File: src/rtl/time_keeper.sv
// Real-time hh:mm:ss counter driven by a prescaled 1 Hz tick and user set pulses.
// It publishes packed BCD time words with a one-cycle strobe, spaced at least HOLDOFF edges apart.
module time_keeper #(
  parameter int TICKS_PER_SEC = 50_000_000,
  parameter int HOLDOFF       = 100
) (
  input  logic        i_CLK,
  input  logic        i_RST,
  input  logic        i_INC_H,
  input  logic        i_INC_M,
  input  logic        i_CLR_S,
  output logic [23:0] o_DATA,
  output logic        o_VALID,
  output logic        o_TICK
);

  localparam int PW = (TICKS_PER_SEC > 1) ? $clog2(TICKS_PER_SEC) : 1;
  localparam int HW = $clog2(HOLDOFF + 1);
  localparam logic [PW-1:0] PRE_MAX     = PW'(TICKS_PER_SEC - 1);
  localparam logic [HW-1:0] HOLD_RELOAD = HW'(HOLDOFF - 1);

  logic [PW-1:0] pre_q, pre_d;
  logic [HW-1:0] hold_q, hold_d;
  logic          pend_q, pend_d;
  logic          tick_q, tick_d;
  logic          valid_q, valid_d;
  logic [23:0]   data_q, data_d;
  logic [3:0]    ht_q, hu_q, mt_q, mu_q, st_q, su_q;
  logic [3:0]    ht_d, hu_d, mt_d, mu_d, st_d, su_d;

  logic raw_tick, any_set, tick, carry_m, carry_h, step_m, step_h;
  logic update, publish;

  always_comb begin
    raw_tick = (pre_q == PRE_MAX);
    any_set  = i_INC_H | i_INC_M | i_CLR_S;
    tick     = raw_tick & ~i_CLR_S;
    // A set pulse landing on a tick suppresses the tick's carries out of seconds.
    carry_m  = tick & ~any_set & (st_q == 4'd5) & (su_q == 4'd9);
    carry_h  = carry_m & (mt_q == 4'd5) & (mu_q == 4'd9);
    step_m   = i_INC_M | carry_m;
    step_h   = i_INC_H | carry_h;
    update   = raw_tick | any_set;
    publish  = pend_q & (hold_q == '0);
  end

  always_comb begin
    pre_d = pre_q + PW'(1);
    if (i_CLR_S || raw_tick) pre_d = '0;
  end

  always_comb begin
    st_d = st_q;
    su_d = su_q;
    if (i_CLR_S) begin
      st_d = 4'd0;
      su_d = 4'd0;
    end else if (tick) begin
      if (su_q == 4'd9) begin
        su_d = 4'd0;
        st_d = (st_q == 4'd5) ? 4'd0 : st_q + 4'd1;
      end else begin
        su_d = su_q + 4'd1;
      end
    end
  end

  always_comb begin
    mt_d = mt_q;
    mu_d = mu_q;
    if (step_m) begin
      if (mu_q == 4'd9) begin
        mu_d = 4'd0;
        mt_d = (mt_q == 4'd5) ? 4'd0 : mt_q + 4'd1;
      end else begin
        mu_d = mu_q + 4'd1;
      end
    end
  end

  always_comb begin
    ht_d = ht_q;
    hu_d = hu_q;
    if (step_h) begin
      if (ht_q == 4'd2 && hu_q == 4'd3) begin
        ht_d = 4'd0;
        hu_d = 4'd0;
      end else if (hu_q == 4'd9) begin
        hu_d = 4'd0;
        ht_d = ht_q + 4'd1;
      end else begin
        hu_d = hu_q + 4'd1;
      end
    end
  end

  // Updates during holdoff just keep pending set, so one strobe carries the latest time.
  always_comb begin
    pend_d  = update | (pend_q & ~publish);
    hold_d  = hold_q;
    if (publish)             hold_d = HOLD_RELOAD;
    else if (hold_q != '0)   hold_d = hold_q - HW'(1);
    data_d  = publish ? {ht_q, hu_q, mt_q, mu_q, st_q, su_q} : data_q;
    valid_d = publish;
    tick_d  = tick;
  end

  always_ff @(posedge i_CLK or posedge i_RST) begin
    if (i_RST) begin
      pre_q   <= '0;
      hold_q  <= '0;
      pend_q  <= 1'b1;
      tick_q  <= 1'b0;
      valid_q <= 1'b0;
      data_q  <= '0;
      ht_q    <= 4'd0;
      hu_q    <= 4'd0;
      mt_q    <= 4'd0;
      mu_q    <= 4'd0;
      st_q    <= 4'd0;
      su_q    <= 4'd0;
    end else begin
      pre_q   <= pre_d;
      hold_q  <= hold_d;
      pend_q  <= pend_d;
      tick_q  <= tick_d;
      valid_q <= valid_d;
      data_q  <= data_d;
      ht_q    <= ht_d;
      hu_q    <= hu_d;
      mt_q    <= mt_d;
      mu_q    <= mu_d;
      st_q    <= st_d;
      su_q    <= su_d;
    end
  end

  assign o_DATA  = data_q;
  assign o_VALID = valid_q;
  assign o_TICK  = tick_q;

endmodule
File: config.mk
export PLATFORM = sky130hd
export DESIGN_NAME = time_keeper
export DESIGN_NICKNAME = d
export VERILOG_FILES = /design/src/rtl/time_keeper.sv
export SDC_FILE = /design/constraint.sdc
export NUM_CORES = 1
export LEC_CHECK = 0
export CORE_UTILIZATION = 35
export CTS_CLUSTER_DIAMETER = 200
export DETAILED_ROUTE_END_ITERATION = 7
export GPL_ROUTABILITY_DRIVEN = 0
export PLACE_DENSITY_LB_ADDON = 0.25
export SLEW_MARGIN = 20
export SYNTH_ARGS = -nofsm -noshare
export SYNTH_HDL_FRONTEND = slang
export SYNTH_SLANG_ARGS = --single-unit
File: constraint.sdc
create_clock -name i_CLK -period 2.7 [get_ports i_CLK]
set_clock_uncertainty 0.2 [all_clocks]
set_input_delay 0.54 -clock i_CLK [delete_from_list [all_inputs] [get_ports i_CLK]]
set_output_delay 0.54 -clock i_CLK [all_outputs]
set_load 0.01 [all_outputs]
Word-level counts from Yosys, hierarchy flattened:

Cells that the tools add are included.

* register bits: 84
* bits of input ports: 5
* word-level logic and storage cells: 72

* add/sub/neg operators: 8
* equal/unequal tests: 8
* multiplexer cells: 16
* bitwise gates (word level): 17
* reduce and logical (&&, ||, !) cells: 11

Operators by type and width (number)
* 4-bit 2-to-1 mux: 13
* 26-bit by 1-bit adder with 26-bit output (second input constant): 1
* 26-bit == test (second input constant): 1
* 26-bit 2-to-1 mux: 1
* 4-bit by 1-bit adder with 4-bit output (second input constant): 6
* 7-bit 2-to-1 mux: 2
* 4-bit == test (second input constant): 3
* 1-bit AND: 8
* 4-bit by 2-bit == test with 1-bit output (second input constant): 2
* 4-bit by 3-bit == test with 1-bit output (second input constant): 2
* 2-bit nonzero test: 4
* 7-bit zero test: 1
* 7-bit nonzero test: 1
* 7-bit by 1-bit subtractor with 7-bit output (second input constant): 1
* 1-bit bitwise OR: 6
* 2-bit AND reduction: 3
* 1-bit NOT: 3
* 1-bit logical AND: 1
* 1-bit logical OR: 1

Logic depth before layout (Yosys ltp):

Gate-level depths: netlist of the first run.

* depth in word-level cells: 10
* gate-level depth with buffers: 8

Worst setup path before layout of the first run:

OpenSTA, ideal clock, no wires.

* path kind: register -> register
* start point: register pre_q[11]
* end point: register mu_q[3]
* library setup time: 0.132 ns
* arrival time: 2.102 ns
* required time: 2.368 ns
* setup slack: 0.266 ns
* stages on the path, launching flop included: 7
* buffers on the path: 1
* clock period less this slack: 2.434 ns
* cell sequence: dfrtp_1 > or4b_4 > nor4_4 > and4_1 > buf_4 > nor3_1 > or3b_1

* cells in the longest elaborated chain, start to end: 6

RTL lines
* start, declared: line 22 `logic [PW-1:0] pre_q, pre_d;`
* start signal, assigned: line 123 `pre_q <= pre_d;`
* 26-bit == test: line 35 `raw_tick = (pre_q == PRE_MAX);`
* 1-bit AND: line 37 `tick = raw_tick & ~i_CLR_S;`
* 1-bit AND (3 in series): line 39 `carry_m = tick & ~any_set & (st_q == 4'd5) & (su_q == 4'd9);`
* 1-bit bitwise OR: line 41 `step_m = i_INC_M | carry_m;`
* end signal, assigned: line 132 `mu_q <= mu_d;`
* end, declared: line 28 `logic [3:0] ht_q, hu_q, mt_q, mu_q, st_q, su_q;`

No other way between the ends.
A chain may end at the register's enable or synchronous reset.

Worst setup path in the final report of the first run:

Same ends and word-level chain as after synthesis.

==> results_dict.tcl, run 1 <==
set metrics [dict create \
    postCtsHoldBufs 0 \
    synth-seq-cells 84 \
    min_from "hold_q[3]$_DFFE_PP0P_" \
    cp_data_required_time_ns 2.71 \
    clkTransAtPathRegs_ns 0.06 \
    ys_types 53 \
    cts_buffers 9 \
    core_mm2 0.0110 \
    fill_cells 1023 \
    grt_pass1_vias 2814 \
    min_period_ns 2.57 \
    drive_gt1_share_pct 15.8 \
    yosys.area.top_type_share_pct 51.8 \
    crit_arrival_ns 2.58 \
    setup_viol 0 \
    nets 430 \
    portBuffers 30 \
    cts_root_buffer "clkbuf_16" \
    synth_most_common_cell "dfrtp_1" \
    via_per_inst 5.03 \
    h-tree-depth 3 \
    route.detailed.drc 0 \
    io-pin-count 31 \
    avgRoutedWirePerCell_um 13.9 \
    pwr_density_cell_mw_per_mm2 636 \
    grt_max_degree 32 \
    finalHoldViolations 0 \
    drtAntennaViolNets 0 \
    synth_edf_count 0 \
    clockBufferDepth 2 \
    area.growth.synth_to_final_pct 21.9 \
    dp_hpwl_mm 5.44 \
    die_h_um 109 \
    holdPathStages 1 \
    synthFlopType "dfrtp_1" \
    path_class "register to register" \
    max_freq_ghz 0.389 \
    initial_core_util_pct 36.5 \
    ff2ff_path_depth 5 \
    cp-end-kind "register" \
    rsz0062_at_grt "yes" \
    yosysWarnings 0 \
    avgSynthCellArea_um2 10.9 \
    routed_wirelength_mm 7.78 \
    maxCapViolations 0 \
    netlist_area_mm2 0.00401 \
    min_to "hold_q[3]$_DFFE_PP0P_" \
    grt-ovfl-total 0 \
    grt_pass1_wl_mm 13.6 \
    first_iter_violations 112 \
    dp.cells 544 \
    clock_latency_ns 0.33 \
    synthTopCellsByCount "dfrtp_1, nor2_1, mux2_2" \
    antenna_found_initial 0 \
    synthArstFlopShare_pct 100 \
    start_kind "register" \
    regArea_mm2 0.00210 \
    drv_slew 0 \
    yosys.area.top_type "dfrtp_1" \
    fin_crit_sh_pct 95.3 \
    num_vias 2810 \
    cp_max_fo 6 \
    synth_fp_nets 383 \
    multi_input_area_mm2 0.00181 \
    die_area_mm2 0.0119 \
    rows 38 \
    hp-class "register to register" \
    rr_endpoint "mu_q[3]$_DFFE_PP0P_" \
    ir_worst_vdd_v 0.000317 \
    synth_area_leaders "dfrtp_1, mux2_2, nor2_1" \
    grt_use_total_pct 14.8 \
    tightest_slew_ns 0.588 \
    cts_tree "built" \
    slew_headroom_pct 60.7 \
    die_w_um 109 \
    fin_cells 559 \
    startpoint "pre_q[11]$_DFF_PP0_" \
    dr.pass1.iters 4 \
    seq_area_frac_synth_pct 52.5 \
    postSynthCellCount 368 \
    diodes 0 \
    status "finished, final reports clean" \
    p_leak_nw 2.12 \
    r2r_start "pre_q[11]$_DFF_PP0_" \
    rrSetupSlack_ns 0.13 \
    final_core_util_pct 44.5 \
    numClockSinks 84 \
]
## registers in the layout, summed over array words and instances (netlist names), 4 cells and up
| signal | cells |
|---|---|
| pre_q | 26 |
| o_DATA | 24 |
| hold_q | 7 |
| ht_q | 4 |
| hu_q | 4 |
| mt_q | 4 |
| mu_q | 4 |
| st_q | 4 |
| su_q | 4 |
## repair_timing
action | CTS | global route
setup buffers | 0 | 0
endpoints found under the setup margin | 0 | 6
gates resized for setup | 0 | 2
## per-layer routing
| layer | vias up | track usage (%) | wire [um] | part of all wire (%) |
|---|---|---|---|---|
| met2 | 32 | 21.5 | 3580 | 46 |
| met4 | 0 | 6.47 | 117 | 1.5 |
| met1 | 1388 | 21.1 | 3860 | 50 |
| met5 | - | 0 | 0 | 0 |
| li1 | 1379 | - | - | - |
| met3 | 11 | 3.17 | 215 | 2.8 |
## power breakdown
part | switching, mW | internal, mW | total (mW)
clock | 0.458 | 0.717 | 1.18
sequential | 0.153 | 1.37 | 1.53
combinational | 0.196 | 0.211 | 0.407
## critical path, stage by stage (launching register included)
cell and delay (ns):
dfrtp_1 0.41, or4b_4 0.56, nor4_4 0.44, and4_2 0.38
nor3_1 0.06, or3b_1 0.39
## cell families after synthesis
kind of cell / count (synthesis) / synth area share (%)
adder cells (fa/ha/maj): 10 / 3.12
flip-flops: 84 / 52.5
AND/OR/NAND/NOR: 155 / 20.8
XOR/XNOR: 30 / 6.56
buffers and inverters: 24 / 2.53
multiplexers: 34 / 9.58
AO/OA/AOI/OAI: 31 / 4.93
## cell usage in the layout, fill, tap and decap left out, types with 3 or more instances in the layout
cell type / instances
buf_12: 3
and3_1: 6
and4_1: 4
a21oi_1: 10
xnor2_1: 12
nor2b_1: 3
clkbuf_16: 9
xor2_1: 18
buf_4: 13
nand4_1: 10
o21ai_1: 3
inv_1: 12
clkbuf_8: 4
dfrtp_1: 83
nand2_1: 20
mux2_1: 6
or3_1: 4
nor3_1: 7
nand3_1: 21
and2_1: 3
nand2b_1: 3
ha_1: 10
clkdlybuf4s50_1: 30
mux2_2: 25
o211ai_1: 3
nor2_1: 52
o21ai_0: 5
## worst max path at each step
stage / endpoint / slack [ns] / depth (start not counted)
detailed placement: hu_q[0]$_DFFE_PP0P_ / 0.04 / 6
floorplan: mu_q[3]$_DFFE_PP0P_ / 0.27 / 6
finish: mu_q[3]$_DFFE_PP0P_ / 0.13 / 5
global placement: hu_q[1]$_DFFE_PP0P_ / 0.11 / 6
global route: mu_q[3]$_DFFE_PP0P_ / -0.007 / 5
CTS: hu_q[0]$_DFFE_PP0P_ / 0.09 / 5
## through the flow
| step | worst slack (ns) | hold slack [ns] | cell area [um^2] | setup TNS, ns | power (mW) |
|---|---|---|---|---|---|
| floorplan | 0.266 | 0.246 | 4010 | 0 | 1.81 |
| global placement | 0.105 | 0.263 | 4600 | 0 | 1.94 |
| detailed placement | 0.0448 | 0.264 | 4600 | 0 | 1.96 |
| CTS | 0.0866 | 0.278 | 4880 | 0 | 3.15 |
| global route | -0.00690 | 0.312 | 4890 | -0.00690 | 3.30 |
| finish | 0.128 | 0.279 | 4890 | 0 | 3.11 |
## area by class of cell
class / count / share of cell area [%]
Clock buffer: 14 / 5.81
Tap cell: 140 / 3.58
Multi-Input combinational cell: 260 / 36.9
Timing Repair Buffer: 46 / 9.37
Inverter: 14 / 1.15
Clock inverter: 1 / 0.102
Sequential cell: 84 / 43.0
Note: power is estimated with default switching activity, not from simulation.
==> run 2, diff against run 1 <==
--- a/config.mk
+++ b/config.mk
@@ -6,7 +6,7 @@
 export NUM_CORES = 1
 export LEC_CHECK = 0
 export CORE_UTILIZATION = 35
-export CTS_CLUSTER_DIAMETER = 200
+export CTS_CLUSTER_DIAMETER = 120
 export DETAILED_ROUTE_END_ITERATION = 7
 export GPL_ROUTABILITY_DRIVEN = 0
 export PLACE_DENSITY_LB_ADDON = 0.25
==> results of run 2 <==
No change in the layout: final DEF, timing and power equal those of run 1.
==> run 3, diff against run 2 <==
--- a/config.mk
+++ b/config.mk
@@ -5,7 +5,8 @@
 export SDC_FILE = /design/constraint.sdc
 export NUM_CORES = 1
 export LEC_CHECK = 0
-export CORE_UTILIZATION = 35
+export CAP_MARGIN = 5
+export CORE_UTILIZATION = 45
 export CTS_CLUSTER_DIAMETER = 120
 export DETAILED_ROUTE_END_ITERATION = 7
 export GPL_ROUTABILITY_DRIVEN = 0
==> run 3 against run 2 <==
Effect of this change:
- maximum frequency grew 0.30%
- global-route usage increased by 3.3 points
- utilization increased by 10 points
- sequential power about the same
- non-clock buffer count down 3
- sequential share of layout area up 1.3 points
- final cell count is 6.1% lower
- via count rose by 0.36%
- setup slack better by 0.0076 ns
- largest power group unchanged
==> results_dict.tcl, run 3 (synthesis results as in run 1) <==
set metrics [dict create \
    setup_viol 0 \
    die_area_mm2 0.00929 \
    clkTransAtPathRegs_ns 0.08 \
    num_vias 2820 \
    ir_worst_vdd_v 0.000304 \
    final_common_cell "dfrtp_1" \
    pwr_density_cell_mw_per_mm2 609 \
    h-tree-depth 3 \
    fill_cells 777 \
    cts_buffers 9 \
    dr.pass1.iters 4 \
    slowest_stage "or4b_4" \
    drv_slew 0 \
    tightest_slew_ns 0.556 \
    initial_core_util_pct 46.2 \
    via_per_inst 5.37 \
    area.growth.synth_to_final_pct 18.3 \
    layout_common_cells "dfrtp_1, nor2_1, clkdlybuf4s50_1, mux2_2, nand3_1" \
    portBuffers 30 \
    clockBufferDepth 2 \
    cp_cell_sequence "or4b_4 -> nor4_4 -> buf_4 -> and4_1 -> nor2_1 -> mux2_1" \
    numClockSinks 84 \
    die_h_um 96.4 \
    start_kind "register" \
    drtAntennaViolNets 0 \
    diodes 0 \
    finalHoldViolations 0 \
    fin_crit_sh_pct 95.0 \
    path_delay_family "simple AND/OR/NAND/NOR gates" \
    path_class "register to register" \
    whs_ns 0.282 \
    regArea_mm2 0.00210 \
    cp_max_fo 7 \
    cp_num_buf_inv 1 \
    grt_max_degree 85 \
    slowest_delay_ns 0.56 \
    crit_arrival_ns 2.60 \
    first_iter_violations 121 \
    avgRoutedWirePerCell_um 14.1 \
    cts_root_buffer "clkbuf_8" \
    core_mm2 0.00868 \
    dpl-instance-area_mm2 0.00453 \
    finalPower_mw 2.89 \
    grt-ovfl-total 0 \
    cp_data_required_time_ns 2.74 \
    route.detailed.drc 0 \
    io-pin-count 31 \
    antenna_found_initial 0 \
    rows 34 \
    rsz0062_at_grt "no" \
    top_register "pre_q" \
    rrSetupSlack_ns 0.14 \
    status "finished, final reports clean" \
    postCtsHoldBufs 0 \
    drive_gt1_share_pct 14.4 \
    post_cts_resized 0 \
    dp_hpwl_mm 5.06 \
    dp.cells 509 \
    multi_input_area_mm2 0.00180 \
    cts_tree "built" \
    grt_use_total_pct 18.1 \
    grt_pass1_wl_mm 12.7 \
    tns_ns 0 \
    die_w_um 96.4 \
    hp-class "register to register" \
    clock_latency_ns 0.35 \
    cts_setup_buffers 0 \
    grt_pass1_vias 2700 \
    fin_cells 525 \
    cp-end-kind "register" \
    max_freq_ghz 0.390 \
    fin_area_mm2 0.00474 \
    min_period_ns 2.56 \
    slew_headroom_pct 62.8 \
    nets 427 \
    routed_wirelength_mm 7.42 \
    maxCapViolations 0 \
    p_leak_nw 2.06 \
    largest_register_ffs 26 \
]
==> run 3: changes by cell type in the layout (fill, tap and decap cells not counted), sizes merged <==
cell / before / now
clkinv: 2 / 3
buf: 16 / 13
bufinv: 0 / 2
clkbuf: 14 / 12
==> run 3: through the flow <==
stage,utilization [%],setup slack [ns]
after floorplan,-,0.266
after global placement,52.2,0.124
after detailed placement,52.2,0.0993
after CTS,54.6,0.122
after global routing,54.6,0.0360
final,54.6,0.135
==> run 3: power breakdown <==
| group | leakage [nW] | switching [mW] | internal [mW] |
|---|---|---|---|
| Clock | 0.105 | 0.436 | 0.523 |
| Combinational | 0.875 | 0.196 | 0.211 |
| Sequential | 1.08 | 0.151 | 1.37 |
==> run 3: worst paths after layout <==
path | from | to | cells after the start
max in group asynchronous | i_RST | pend_q$_DFF_PP1_ | 3
min | hold_q[3]$_DFFE_PP0P_ | hold_q[3]$_DFFE_PP0P_ | 1
max | pre_q[11]$_DFF_PP0_ | hu_q[0]$_DFFE_PP0P_ | 6
max reg2reg | pre_q[11]$_DFF_PP0_ | hu_q[0]$_DFFE_PP0P_ | 6
min reg2reg | hold_q[3]$_DFFE_PP0P_ | hold_q[3]$_DFFE_PP0P_ | 1
min in group asynchronous | i_RST | o_DATA[0]$_DFFE_PP0P_ | 3
==> run 3: area by class of cell <==
cell class	instances	share of cell area, %
timing repair buffer	43	9.18
clock buffer	12	2.85
clock inverter	4	1.56
tap	108	2.85
sequential	84	44.4
multi-input combinational	260	38.0
inverter	14	1.19
==> run 3: worst register-to-register path: cells and delay by family, from the launching register on <==
family,cells,cell delay [ns]
buffers and inverters,1,0.19
muxes,1,0.33
and+or+nand+nor,4,1.31
DFF,1,0.43
==> run 3: routing by layer <==
layer	track usage [%]	wire length (um)	share of wire (%)
met1	25.5	3670	49
met2	27.4	3480	47
met3	3.29	158	2.1
met4	7.72	123	1.7
met5	0	0	0
